## src/rtl/alu_seq_pkg.sv

```systemverilog
// Shared definitions for the ALU issue/writeback sequencer: function codes,
// sequencer states and instruction field positions.
package alu_seq_pkg;

  localparam int NREGS = 8;

  localparam logic [3:0] FUNC_ADD  = 4'b0000;
  localparam logic [3:0] FUNC_SUB  = 4'b0001;
  localparam logic [3:0] FUNC_INC  = 4'b0010;
  localparam logic [3:0] FUNC_DEC  = 4'b0011;
  localparam logic [3:0] FUNC_OR   = 4'b0100;
  localparam logic [3:0] FUNC_AND  = 4'b0101;
  localparam logic [3:0] FUNC_XOR  = 4'b0110;
  localparam logic [3:0] FUNC_NAND = 4'b0111;
  localparam logic [3:0] FUNC_NOT  = 4'b1000;
  localparam logic [3:0] FUNC_LDI  = 4'b1111;

  typedef enum logic [1:0] {IDLE, EXEC, WB} state_t;

  localparam int FUNC_MSB = 15;
  localparam int FUNC_LSB = 12;
  localparam int RD_MSB   = 11;
  localparam int RD_LSB   = 9;
  localparam int RA_MSB   = 8;
  localparam int RA_LSB   = 6;
  localparam int RB_MSB   = 5;
  localparam int RB_LSB   = 3;
  localparam int IMM_MSB  = 7;
  localparam int IMM_LSB  = 0;

  // Codes 0000..1000 go through the external ALU.
  function automatic logic is_alu_op(input logic [3:0] f);
    return f <= FUNC_NOT;
  endfunction

endpackage

```

## src/rtl/regfile8x8.sv

```systemverilog
// 8x8 register file: two combinational read ports, one synchronous write port,
// synchronous clear. ALU_SEQ_DBG_EN adds a third (debug) read port.
module regfile8x8
  import alu_seq_pkg::*;
(
  input  logic       clk,
  input  logic       rst,
  input  logic       we,
  input  logic [2:0] waddr,
  input  logic [7:0] wdata,
  input  logic [2:0] raddr_a,
  output logic [7:0] rdata_a,
  input  logic [2:0] raddr_b,
  output logic [7:0] rdata_b
`ifdef ALU_SEQ_DBG_EN
  ,
  input  logic [2:0] raddr_dbg,
  output logic [7:0] rdata_dbg
`endif
);

  logic [7:0] mem [NREGS];

  always_ff @(posedge clk) begin
    if (rst) begin
      for (int i = 0; i < NREGS; i++) mem[i] <= 8'h00;
    end else if (we) begin
      mem[waddr] <= wdata;
    end
  end

  assign rdata_a = mem[raddr_a];
  assign rdata_b = mem[raddr_b];

`ifdef ALU_SEQ_DBG_EN
  assign rdata_dbg = mem[raddr_dbg];
`endif

endmodule

```

## src/rtl/alu_sequencer.sv

```systemverilog
// Issue/writeback sequencer around an external 8-bit combinational ALU.
// Optional debug register read port enabled by defining ALU_SEQ_DBG_EN.
module alu_sequencer
  import alu_seq_pkg::*;
(
  input  logic        clk,
  input  logic        rst,
  input  logic        instr_valid,
  input  logic [15:0] instr,
  output logic        instr_ready,
  output logic [7:0]  alu_a,
  output logic [7:0]  alu_b,
  output logic [3:0]  alu_func,
  input  logic [7:0]  alu_result,
  output logic        z_flag,
  output logic        done,
  output logic        err
`ifdef ALU_SEQ_DBG_EN
  ,
  input  logic [2:0]  dbg_addr,
  output logic [7:0]  dbg_data
`endif
);

  state_t     state, state_nxt;
  logic       accept;
  logic       rf_we;
  logic [3:0] func_q;
  logic [2:0] rd_q;
  logic [7:0] imm_q;
  logic [7:0] wb_data;
  logic [7:0] rdata_a, rdata_b;

  logic [3:0] func_in;
  logic [2:0] rd_in, ra_in, rb_in;
  logic [7:0] imm_in;

  assign func_in = instr[FUNC_MSB:FUNC_LSB];
  assign rd_in   = instr[RD_MSB:RD_LSB];
  assign ra_in   = instr[RA_MSB:RA_LSB];
  assign rb_in   = instr[RB_MSB:RB_LSB];
  assign imm_in  = instr[IMM_MSB:IMM_LSB];
  assign accept  = instr_valid && instr_ready;

  regfile8x8 u_rf (
    .clk     (clk),
    .rst     (rst),
    .we      (rf_we),
    .waddr   (rd_q),
    .wdata   (wb_data),
    .raddr_a (ra_in),
    .rdata_a (rdata_a),
    .raddr_b (rb_in),
    .rdata_b (rdata_b)
`ifdef ALU_SEQ_DBG_EN
    ,
    .raddr_dbg (dbg_addr),
    .rdata_dbg (dbg_data)
`endif
  );

  always_ff @(posedge clk) begin
    if (rst) state <= IDLE;
    else     state <= state_nxt;
  end

  always_comb begin
    state_nxt = state;
    case (state)
      IDLE:    if (accept) state_nxt = EXEC;
      EXEC:    state_nxt = WB;
      WB:      state_nxt = IDLE;
      default: state_nxt = IDLE;
    endcase
  end

  always_comb begin
    instr_ready = (state == IDLE);
    done        = (state == WB);
    rf_we       = (state == WB) && (is_alu_op(func_q) || func_q == FUNC_LDI);
  end

  // LDI and illegal codes leave the ALU inputs untouched.
  always_ff @(posedge clk) begin
    if (rst) begin
      func_q   <= 4'h0;
      rd_q     <= 3'd0;
      imm_q    <= 8'h00;
      wb_data  <= 8'h00;
      alu_a    <= 8'h00;
      alu_b    <= 8'h00;
      alu_func <= 4'h0;
      z_flag   <= 1'b0;
      err      <= 1'b0;
    end else begin
      case (state)
        IDLE: begin
          if (accept) begin
            func_q <= func_in;
            rd_q   <= rd_in;
            imm_q  <= imm_in;
            if (is_alu_op(func_in)) begin
              alu_a    <= rdata_a;
              alu_b    <= rdata_b;
              alu_func <= func_in;
            end
          end
        end
        EXEC: wb_data <= (func_q == FUNC_LDI) ? imm_q : alu_result;
        WB: begin
          if (is_alu_op(func_q))        z_flag <= (wb_data == 8'h00);
          else if (func_q != FUNC_LDI)  err    <= 1'b1;
        end
        default: ;
      endcase
    end
  end

endmodule

```

## config.mk

```make
export PLATFORM = sky130hd
export DESIGN_NAME = alu_sequencer
export DESIGN_NICKNAME = d
export VERILOG_FILES = /design/src/rtl/alu_seq_pkg.sv /design/src/rtl/regfile8x8.sv /design/src/rtl/alu_sequencer.sv
export SDC_FILE = /design/constraint.sdc
export NUM_CORES = 1
export LEC_CHECK = 0
export CAP_MARGIN = 10
export CELL_PAD_IN_SITES_DETAIL_PLACEMENT = 0
export CELL_PAD_IN_SITES_GLOBAL_PLACEMENT = 1
export CORE_UTILIZATION = 42
export DETAILED_ROUTE_END_ITERATION = 10
export HOLD_SLACK_MARGIN = 0.06
export PLACE_DENSITY = 0.82
export SETUP_SLACK_MARGIN = 0.3
export SLEW_MARGIN = 5
export SYNTH_ARGS = -nofsm -noshare
export SYNTH_HDL_FRONTEND = slang
export SYNTH_HIERARCHICAL = 1
export SYNTH_SLANG_ARGS = --single-unit
```

## constraint.sdc

```tcl
create_clock -name clk -period 2.5 [get_ports clk]
set_clock_uncertainty 0.05 [all_clocks]
set_input_delay 0.25 -clock clk [delete_from_list [all_inputs] [get_ports clk]]
set_output_delay 0.25 -clock clk [all_outputs]
set_load 0.1 [all_outputs]
```

==> summary.md, run 1 <==
| Metric | Value |
|---|---|
| Status | `finished, final reports clean` |
| Pre-Repair DR Iteration Count | `4` |
| # setup viols final | `0` |
| R2R cell count | `4` |
| Antenna viol nets, final | `0` |
| Synth top area share | `0.350` |
| Detailed-route wire length per cell | `~19 µm` |
| DRC viols | `0` |
| Min-Delay Path Class | `in2reg` |
| IO buf count | `50` |
| Max_cap viols | `0` |
| Synth-to-layout area growth | `18.3%` |
| Netlist cell types | `38` |
| XOR/XNOR Fraction of Synth Area | `0` |
| CTS Buf Count | `9` |
| Post-synthesis mux area share | `0.216` |
| Core region area | `12700 µm²` |
| Hold slack | `0.408 ns` |
| Worst-margin pin slew | `about 0.64 ns` |
| Clock root buffer | `clkbuf_16` |
| Largest net degree at the start of global routing | `74` |
| Total track usage | `0.193` |
| Global route overflow | `0` |
| CP arrival | `2.09 ns` |
| Maximum fanout along the worst path | `16` |
| Fill count | `1078` |
| Yosys top cell by area | `edfxtp_1` |
| Max_slew headroom | `0.572` |
| RSZ-0062 raised after global routing | `false` |
| Vias in the first global route | `3518` |
| Synth area leaders | `edfxtp_1 35%, dfxtp_1 17%, mux4_1 14%, nor3_1 6.1%, nand2b_1 4.4%` |
| Register clock-pin slew on the reported worst setup and hold paths | `0.07 ns` |
| Synth Area in Adders | `0` |
| Final hold violations | `0` |
| Fin Setup TNS | `0 ns` |
| DP Wirelength | `8830 µm` |
| Via count | `3682` |
| 1st-iter DRT viols | `240` |
| Die W | `around 120 µm` |
| Syn avg cell area | `12.4 µm²` |
| Required @ worst endpoint | `approximately 2.5 ns` |
| Pwr dens | `676 nW/µm²` |
| Vias per cell | `5.57` |
| Fin. max-slew vios | `0` |
| Fraction of the mapped netlist area in simple logic gates | `0.168` |
| WHS Path Cells | `3` |
| Static Leak | `2.41 nW` |
| Num ports | `51` |
| Antenna cells | `0` |
| CTS H-tree lvls | `3` |
| Final period utilization | `0.845` |
| CTS tree | `done` |
| Share of layout cells above drive strength 1 | `0.178` |
| Die area | `13600 µm²` |
| WL final | `around 12000 µm` |
| Die span in y | `116 µm` |
| Peak VDD IR | `approximately 0.37 mV` |
| Synthesized instance count | `around 440` |
| Cell Rows | `41` |
| Final net count | `512` |
| Largest family of logic cells by synthesized area | `multiplexers` |
| Final Util | `0.513` |
| Kind of start point of the critical path | `register` |
| Post-synthesis register bit count | `111` |
| Worst R2R Setup Slack | `0.39 ns` |
| Initial antenna violation count | `0` |
| CP Class | `reg2reg` |
| Clk sink count | `between 100 and 150` |
| Initial core utilization | `0.434` |
| Max Freq | `roughly 470 MHz` |
| Complex-gate fraction of the synthesized area | `0.0469` |
| Part of the Yosys area used for sequential elements | `0.521` |
| Synthesis Warnings | `6` |
| First-pass GRT wire length | `19200 µm` |
| CP Capture Type | `register` |
| Mapped cell area | `~5500 µm²` |
| Hold_buf cts | `0` |
| Fin crit period | `around 2.1 ns` |
| Clock buffer depth | `2` |
| Post-CTS Repair Setup Buffers | `0` |
| Post-Syn Nets | `470` |
| Clk Latency, worst-skew pair | `0.35 ns` |
| GPL Wtd Cong | `0.833` |
per-stage QoR:
stage / area [µm²] / instances / total power, W / setup slack [ns]
2_1_floorplan: 5530 / 443 / 0.00255 / 0.231
5_1_grt: 6500 / 661 / 0.00452 / 0.303
3_3_place_gp: 6130 / 646 / 0.00272 / 0.166
6_report: 6500 / 661 / 0.00439 / 0.387
4_1_cts: 6500 / 661 / 0.00442 / 0.369
3_5_place_dp: 6130 / 646 / 0.00273 / 0.0971
synthesized netlist by cell type, drive strengths merged:
library cell  number
nor3b              1
nand4b             1
a211o              1
o21ai              1
mux2i             18
clkinv             8
mux2              16
a311oi             8
edfxtp            64
nand3              1
nor2b              2
a21oi             19
nor4               2
a31oi              1
nand2             46
nor2              12
o31a               1
nor4b              1
or3b               2
nand4              1
and4               1
nor3              67
buf               21
nand3b             1
or2                1
clkbuf            18
inv                2
o21bai             8
dfxtp             47
nand2b            39
mux4              32
logic make-up (layout without fill, tap and decap cells):
kind of cell           Yosys count  count (layout)
DFF                            111             111
buffers and inverters           49              95
AOI/OAI and AO/OA               39              39
and+or+nand+nor                178             178
muxes                           66              66
final timing paths:
path                                              from                           end
worst max-delay path            func_q[0]$_SDFFE_PP0P_  u_rf/mem[4][1]$_SDFFCE_PN0P_
worst min-delay path                          instr[0]         imm_q[0]$_SDFFE_PP0P_
worst max register to register  func_q[0]$_SDFFE_PP0P_  u_rf/mem[4][1]$_SDFFCE_PN0P_
worst min register to register   imm_q[0]$_SDFFE_PP0P_         imm_q[0]$_SDFFE_PP0P_
layout by cell type, fill, tap and decap left out, types with 16 or more instances in the layout:
cell             synthesis  routed
nor3_1                  67      67
edfxtp_1                64      64
dfxtp_1                 47      47
nand2_1                 46      46
buf_4                    1      42
nand2b_1                39      39
mux4_1                  29      29
clkdlybuf4s50_1          0      25
a21oi_1                 18      18
mux2i_1                 18      18
mux2_2                  16      16
state kept, by name (all words and copies together) (netlist names), 2 cells and up:
| register | flops |
|---|---|
| alu_b | 8 |
| state | 2 |
| imm_q | 8 |
| func_q | 4 |
| alu_func | 4 |
| wb_data | 8 |
| rd_q | 3 |
| u_rf/mem | 64 |
| alu_a | 8 |
repair_timing:
action | 4_1_cts | 5_1_grt
hold endpoints to repair | 0 | 0
gates resized for setup | 3 | 0
endpoints found under the setup margin | 50 | 8
pin swaps | 0 | 1
power breakdown:
group | internal (W) | total, W | switching (W)
logic | 0.000243 | 0.000624 | 0.000381
clock network | 0.00107 | 0.00170 | 0.000627
registers | 0.00201 | 0.00207 | 0.0000583
metal layers:
layer | part of all wire | track usage | vias to the layer above
li1 | - | - | 1748
met1 | 0.46 | 0.268 | 1802
met2 | 0.48 | 0.314 | 119
met3 | 0.051 | 0.0317 | 13
met4 | 0.013 | 0.0513 | 0
met5 | 0 | 0 | -
cell type report:
class	instances	area (µm²)	share of cell area
clock buffers	9	225	0.0346
clock inverters	6	133	0.0204
inverters	10	37.5	0.00577
multi-input cells	283	2420	0.372
flip-flops and latches	111	2860	0.440
well taps	172	215	0.0331
repair buffers	70	611	0.0939
critical path, cell delays in order, from the launching register on:
cell and delay, ns:
dfxtp_1 0.35, o31a_1 0.35, a21oi_1 0.20, or3b_4 0.54
o21bai_4 0.31
(Power assumes the default switching activity.)
==> run 2: changes to the inputs <==
==> constraint.sdc (replaced) <==
create_clock -name clk -period 1.75 [get_ports clk]
set_clock_uncertainty 0.05 [all_clocks]
set_input_delay 0.175 -clock clk [delete_from_list [all_inputs] [get_ports clk]]
set_output_delay 0.175 -clock clk [all_outputs]
set_load 0.1 [all_outputs]
==> run 2 against run 1 <==
Compared with the run above:
- the run now ends with negative setup slack left
- critical path type unchanged
- via count up 6.9%
- sequential cell count unchanged
- final area up 14%
- combinational power up 86%
- final cell count up 6.4%
- largest cell class unchanged
- wire length up 13%
- first-iteration DRC count up 11%
- sequential share of layout area down 5.4 points
==> summary.md, run 2 (same netlist as run 1, synthesis figures left out) <==
| Metric | Value |
|---|---|
| Status | `finished with violations` |
| Failing checks | `negative setup slack` |
| R2R cell count | `5 (+1)` |
| Final hold violations | `0 (unchanged)` |
| Hold Path Origin | `rst` |
| Worst slack at placement | `-0.296 ns (-0.393 ns)` |
| Die W | `116 µm (unchanged)` |
| Reg2reg end | `u_rf/mem[0][6]$_SDFFCE_PN0P_` |
| DRC viols | `0 (unchanged)` |
| Reg-to-Reg Start | `func_q[2]$_SDFFE_PP0P_` |
| Required @ worst endpoint | `1.76 ns (-0.72 ns)` |
| Fin crit period | `1.93 ns (-0.181 ns)` |
| Worst-margin pin slew | `0.523 ns (-0.118 ns)` |
| Peak VDD IR | `0.829 mV (+130%)` |
| Maximum fanout along the worst path | `8 (-8)` |
| Register clock-pin slew on the reported worst setup and hold paths | `0.07 ns (about the same)` |
| Total track usage | `0.214 (+0.0213)` |
| Most frequent cells in the layout | `64 x edfxtp_1, 46 x nand2_1, 46 x buf_4` |
| Cells after DPL | `671 (+3.9%)` |
| DP Wirelength | `9110 µm (+3.2%)` |
| Sequential share of power | `0.493 (+0.022)` |
| Fin. max-slew vios | `0 (unchanged)` |
| Initial antenna violation count | `0 (unchanged)` |
| Fin Setup TNS | `-11.09 ns (-11.09 ns)` |
| Share of layout cells above drive strength 1 | `0.405 (+0.227)` |
| WHS Path Cells | `3 (unchanged)` |
| CP Class | `reg2reg` |
| Global route overflow | `0 (unchanged)` |
| Antenna viol nets, final | `0 (unchanged)` |
| Final Util | `0.586 (+0.0726)` |
| Largest net degree at the start of global routing | `41 (-45%)` |
| Die span in y | `116 µm (unchanged)` |
| Clk Latency, worst-skew pair | `0.35 ns (about the same)` |
| IO buf count | `50 (unchanged)` |
| Die area | `13600 µm² (unchanged)` |
| CTS tree | `done` |
| Pre-Repair DR Iteration Count | `5 (+1)` |
| Max FFs per register | `64 (unchanged)` |
| CTS H-tree lvls | `3 (unchanged)` |
| Pwr dens | `804 nW/µm² (+19%)` |
| Worst R2R Setup Slack | `-0.18 ns (-0.57 ns)` |
| Min-Delay Path Class | `in2reg` |
| Pint | `0.00432 W (+30%)` |
| CTS Buf Count | `9 (unchanged)` |
| CP arrival | `1.94 ns (-0.15 ns)` |
| Via count | `3937 (+6.9%)` |
| Initial core utilization | `0.434 (unchanged)` |
| Antenna cells | `0 (unchanged)` |
| Most common cell after layout, fill and taps aside | `edfxtp_1` |
| Vias in the first global route | `3869 (+10%)` |
| Clock root buffer | `clkbuf_16` |
| Logic pwr share | `0.194 (+0.052)` |
| CP Capture Type | `register` |
| GPL Wtd Cong | `0.776 (-6.9%)` |
| Switching Share | `0.276 (+0.0335)` |
| Clk pwr share | `0.312 (-0.075)` |
| Setup WS post-layout | `-0.182 ns (-0.569 ns)` |
| First-pass GRT wire length | `21000 µm (+9.1%)` |
| Net Sw Power | `0.00165 W (+55%)` |
| WL final | `14000 µm (+13%)` |
| Final net count | `553 (+8.0%)` |
| Final period utilization | `1.10 (+0.259)` |
| Core region area | `12700 µm² (unchanged)` |
| Final Instance Count excl. Fillers | `703 (+6.4%)` |
| RSZ-0062 raised after global routing | `true` |
| Max Freq | `518 MHz (+9.4%)` |
| Vias per cell | `5.60 (+0.54%)` |
| 1st-iter DRT viols | `267 (+11%)` |
| Register name with the most flops | `u_rf/mem` |
| Max_cap viols | `0 (unchanged)` |
| Clock buffer depth | `2 (unchanged)` |
| Hold endpoint | `err$_SDFFE_PP0P_` |
| Num ports | `51 (unchanged)` |
| Kind of start point of the critical path | `register` |
| Static Leak | `2.79 nW (+16%)` |
| Clk sink count | `111 (unchanged)` |
| Hold slack | `0.312 ns (-0.0957 ns)` |
| Detailed-route wire length per cell | `20.0 µm (+6.3%)` |
| Fill count | `1003 (-7.0%)` |
| Max_slew headroom | `0.651 (+0.0790)` |
| Synth-to-layout area growth | `35.0%` |
| # setup viols final | `111 (+111)` |
| Cell Rows | `41 (unchanged)` |
[run 2: area by class of cell]
| cell class | count | area [µm²] | share of cell area |
|---|---|---|---|
| clock inverters | 7 | 40.0 | 0.00539 |
| multi-input cells | 283 | 2760 | 0.372 |
| repair buffers | 111 | 1270 | 0.171 |
| clock buffers | 9 | 225 | 0.0303 |
| flip-flops and latches | 111 | 2870 | 0.387 |
| inverters | 10 | 41.3 | 0.00556 |
| well taps | 172 | 215 | 0.0290 |
[run 2: metrics by stage]
| stage | power, W | area (µm²) |
|---|---|---|
| 5_1_grt | 0.00619 | 7420 |
| 3_3_place_gp | 0.00402 | 6580 |
| 3_5_place_dp | 0.00404 | 6580 |
| 2_1_floorplan | 0.00368 | 5690 |
| 4_1_cts | 0.00595 | 7210 |
| 6_report | 0.00597 | 7420 |
[run 2: how the worst max path moves through the flow]
stage	from	to	slack [ns]	cells after the start
6_report	func_q[2]$_SDFFE_PP0P_	u_rf/mem[0][6]$_SDFFCE_PN0P_	-0.18	5
5_1_grt	func_q[2]$_SDFFE_PP0P_	u_rf/mem[1][6]$_SDFFCE_PN0P_	-0.23	5
4_1_cts	func_q[2]$_SDFFE_PP0P_	u_rf/mem[4][5]$_SDFFCE_PN0P_	-0.18	5
3_5_place_dp	instr[6]	alu_a[3]$_SDFFE_PP0P_	-0.30	6
3_3_place_gp	instr[6]	alu_a[3]$_SDFFE_PP0P_	-0.28	6
2_1_floorplan	func_q[2]$_SDFFE_PP0P_	u_rf/mem[1][0]$_SDFFCE_PN0P_	-0.25	6
[run 2: worst max-delay path: stages (launching register included)]
cell and delay (ns):
dfxtp_2 0.32, o31a_1 0.32, a21oi_2 0.15, or3b_4 0.49
o21bai_4 0.17, buf_12 0.15
[run 2: power groups by stage]
stage / combinational, W / sequential [W] / clock (W)
2_1_floorplan: 0.000516 / 0.00317 / 0
3_3_place_gp: 0.00103 / 0.00299 / 0
3_5_place_dp: 0.00104 / 0.00300 / 0
4_1_cts: 0.00111 / 0.00294 / 0.00190
5_1_grt: 0.00122 / 0.00296 / 0.00201
6_report: 0.00116 / 0.00294 / 0.00186
[run 2: what timing repair did]
action	4_1_cts	5_1_grt
pin swaps	14	6
setup buffers	8	2
endpoints found under the setup margin	146	158
gates resized for setup	62	48
hold buffers	1	0
hold endpoints to repair	2	0
gates cloned	5	0
[run 2: layer usage]
layer | wire length (µm) | GRT usage | up-vias
met3 | 887 | 0.0493 | 12
met4 | 162 | 0.0641 | 0
met2 | 7200 | 0.361 | 133
met1 | 5800 | 0.276 | 1982
li1 | - | - | 1810
met5 | 0 | 0 | -
==> run 3: changes to the inputs <==
--- a/config.mk
+++ b/config.mk
@@ -9,6 +9,7 @@
 export CELL_PAD_IN_SITES_DETAIL_PLACEMENT = 0
 export CELL_PAD_IN_SITES_GLOBAL_PLACEMENT = 1
 export CORE_UTILIZATION = 42
+export CTS_CLUSTER_DIAMETER = 120
 export DETAILED_ROUTE_END_ITERATION = 10
 export HOLD_SLACK_MARGIN = 0.06
 export PLACE_DENSITY = 0.82
==> results of run 3 <==
Same layout as run 2: the final DEF is identical, and so are final timing and power.
==> variant (flow settings as in run 3) <==
Build with the macro `ALU_SEQ_DBG_EN` defined.
--- a/src/rtl/regfile8x8.sv
+++ b/src/rtl/regfile8x8.sv
@@ -2,2 +2,4 @@
 // synchronous clear. ALU_SEQ_DBG_EN adds a third (debug) read port.
+`define ALU_SEQ_DBG_EN
+
 module regfile8x8
Ports: changed (added dbg_addr and dbg_data); port bits go from 51 to 62. No check against the original RTL was run, so the function may have changed too.
==> variant against run 3 <==
The run still ends with negative setup slack left. Critical path depth unchanged. Routed wire length increased by 19%. Sequential cell count unchanged. Synthesized area grew 9.8%. Count of clock-buffer cells in the layout rose by 1. Design area grew 17%. Total power rose by 12%. Non-clock buffer count is 38 higher. Sequential share of layout area is 5.5 points lower. Worst setup slack got worse by 0.065 ns. Via count is 14% higher.
==> variant: results (changes against run 3) <==
• 618 — final layout net count, +12%
• 135 — setup-violating endpoint count in the final report, +22%
• 10.40 mm — dpl hpwl, +14%
• 5.781 — Vias per Instance, +3.2%
• 0.5025 — layout cell share with drive strength beyond 1, +0.09763
• 53 — maximum number of pins on one net before global-route repair, +29%
• negative setup slack — violated checks
• 502 — post-synthesis net count, +6.8%
• 516.9 uV — worst voltage drop across the vdd grid, -38%
• 720 — Post-Place Cells, +7.3%
• 472 — cell count after synthesis, +6.5%
• finished, violations left — result of the run
• 4441 — number of global-route vias before repair, +15%
• wb_data[1] — end of the worst hold path
• -0.2475 ns — final worst-path setup slack, -0.06526 ns
• 1.042 mm — routed length on met3, +17%
• 3.420 nW — leakage component of the power, +23%
• 21.57 um — detailed-route wire length per cell, +7.9%
• 0.6419 — Relative slew margins, -0.009383
• nor3_1 (67), edfxtp_1 (64), dfxtp_1 (47), nand2_1 (46), mux4_1 (41) — most used standard cells in the synthesized netlist
• 0.3976 — met2 Track Usage GR, +0.03705
• 0.4742 — share of the yosys chip area belonging to registers, -0.04651
• 0.7957 — gp weighted congestion, +2.6%
• 2.03 ns — Worst Path Arrival, +0.09 ns
• 998 — layout filler cell count, -0.50%
• 7 — largest driver fanout on the critical path, -1
-- variant: cell count changes after synthesis, sizes merged --
cell,run 3,this run
mux4,32,48
buf,21,26
mux2,16,24
-- variant: worst max-delay path: stages, from the launching register on --
cell      delay (ns)
dfxtp_2         0.33
o31a_1          0.32
a21oi_2         0.16
or3b_4          0.50
o21bai_4        0.20
buf_12          0.15
-- variant: kinds of logic after synthesis --
kind of cell / synth area share
AO/OA/AOI/OAI: 0.04270
AND/OR/NAND/NOR: 0.1532
flip-flops: 0.4742
buffers and inverters: 0.05078
multiplexers: 0.2792
-- variant: area by class of cell --
type	instances	share of cell area
Multi-Input combinational cell	307	0.3936
Sequential cell	111	0.3314
Timing Repair Buffer	149	0.2088
Clock buffer	10	0.02888
Tap cell	180	0.02599
Clock inverter	6	0.006642
Inverter	10	0.004765
-- variant: power by group --
group / internal, mW / total [mW] / switching (mW) / leakage (nW)
Sequential: 2.87 / 2.97 / 0.0973 / 1.04
Clock: 1.09 / 2.11 / 1.03 / 0.152
Combinational: 0.719 / 1.62 / 0.904 / 2.22
Total: 4.68 / 6.71 / 2.03 / 3.42
-- variant: what timing repair did --
item	CTS	global route
setup buffers	20	11
pin swaps	18	3
gates resized for setup	127	43
setup endpoints to repair	153	165
hold buffers	0	0
cloned	6	0
-- variant: stage by stage --
step                setup TNS (ns)  power (mW)  instance area [um^2]  hold slack, ns  setup slack [ns]
floorplan                   -15.70       3.951                  6170          0.2534           -0.2548
global placement            -19.08       4.408                  7326          0.3971           -0.3856
detailed placement          -22.84       4.438                  7326          0.4026           -0.4150
CTS                         -15.05       6.664                  8351          0.2127           -0.2467
global route                -23.94       6.900                  8666          0.2788           -0.2800
finish                      -18.80       6.707                  8666          0.2230           -0.2475
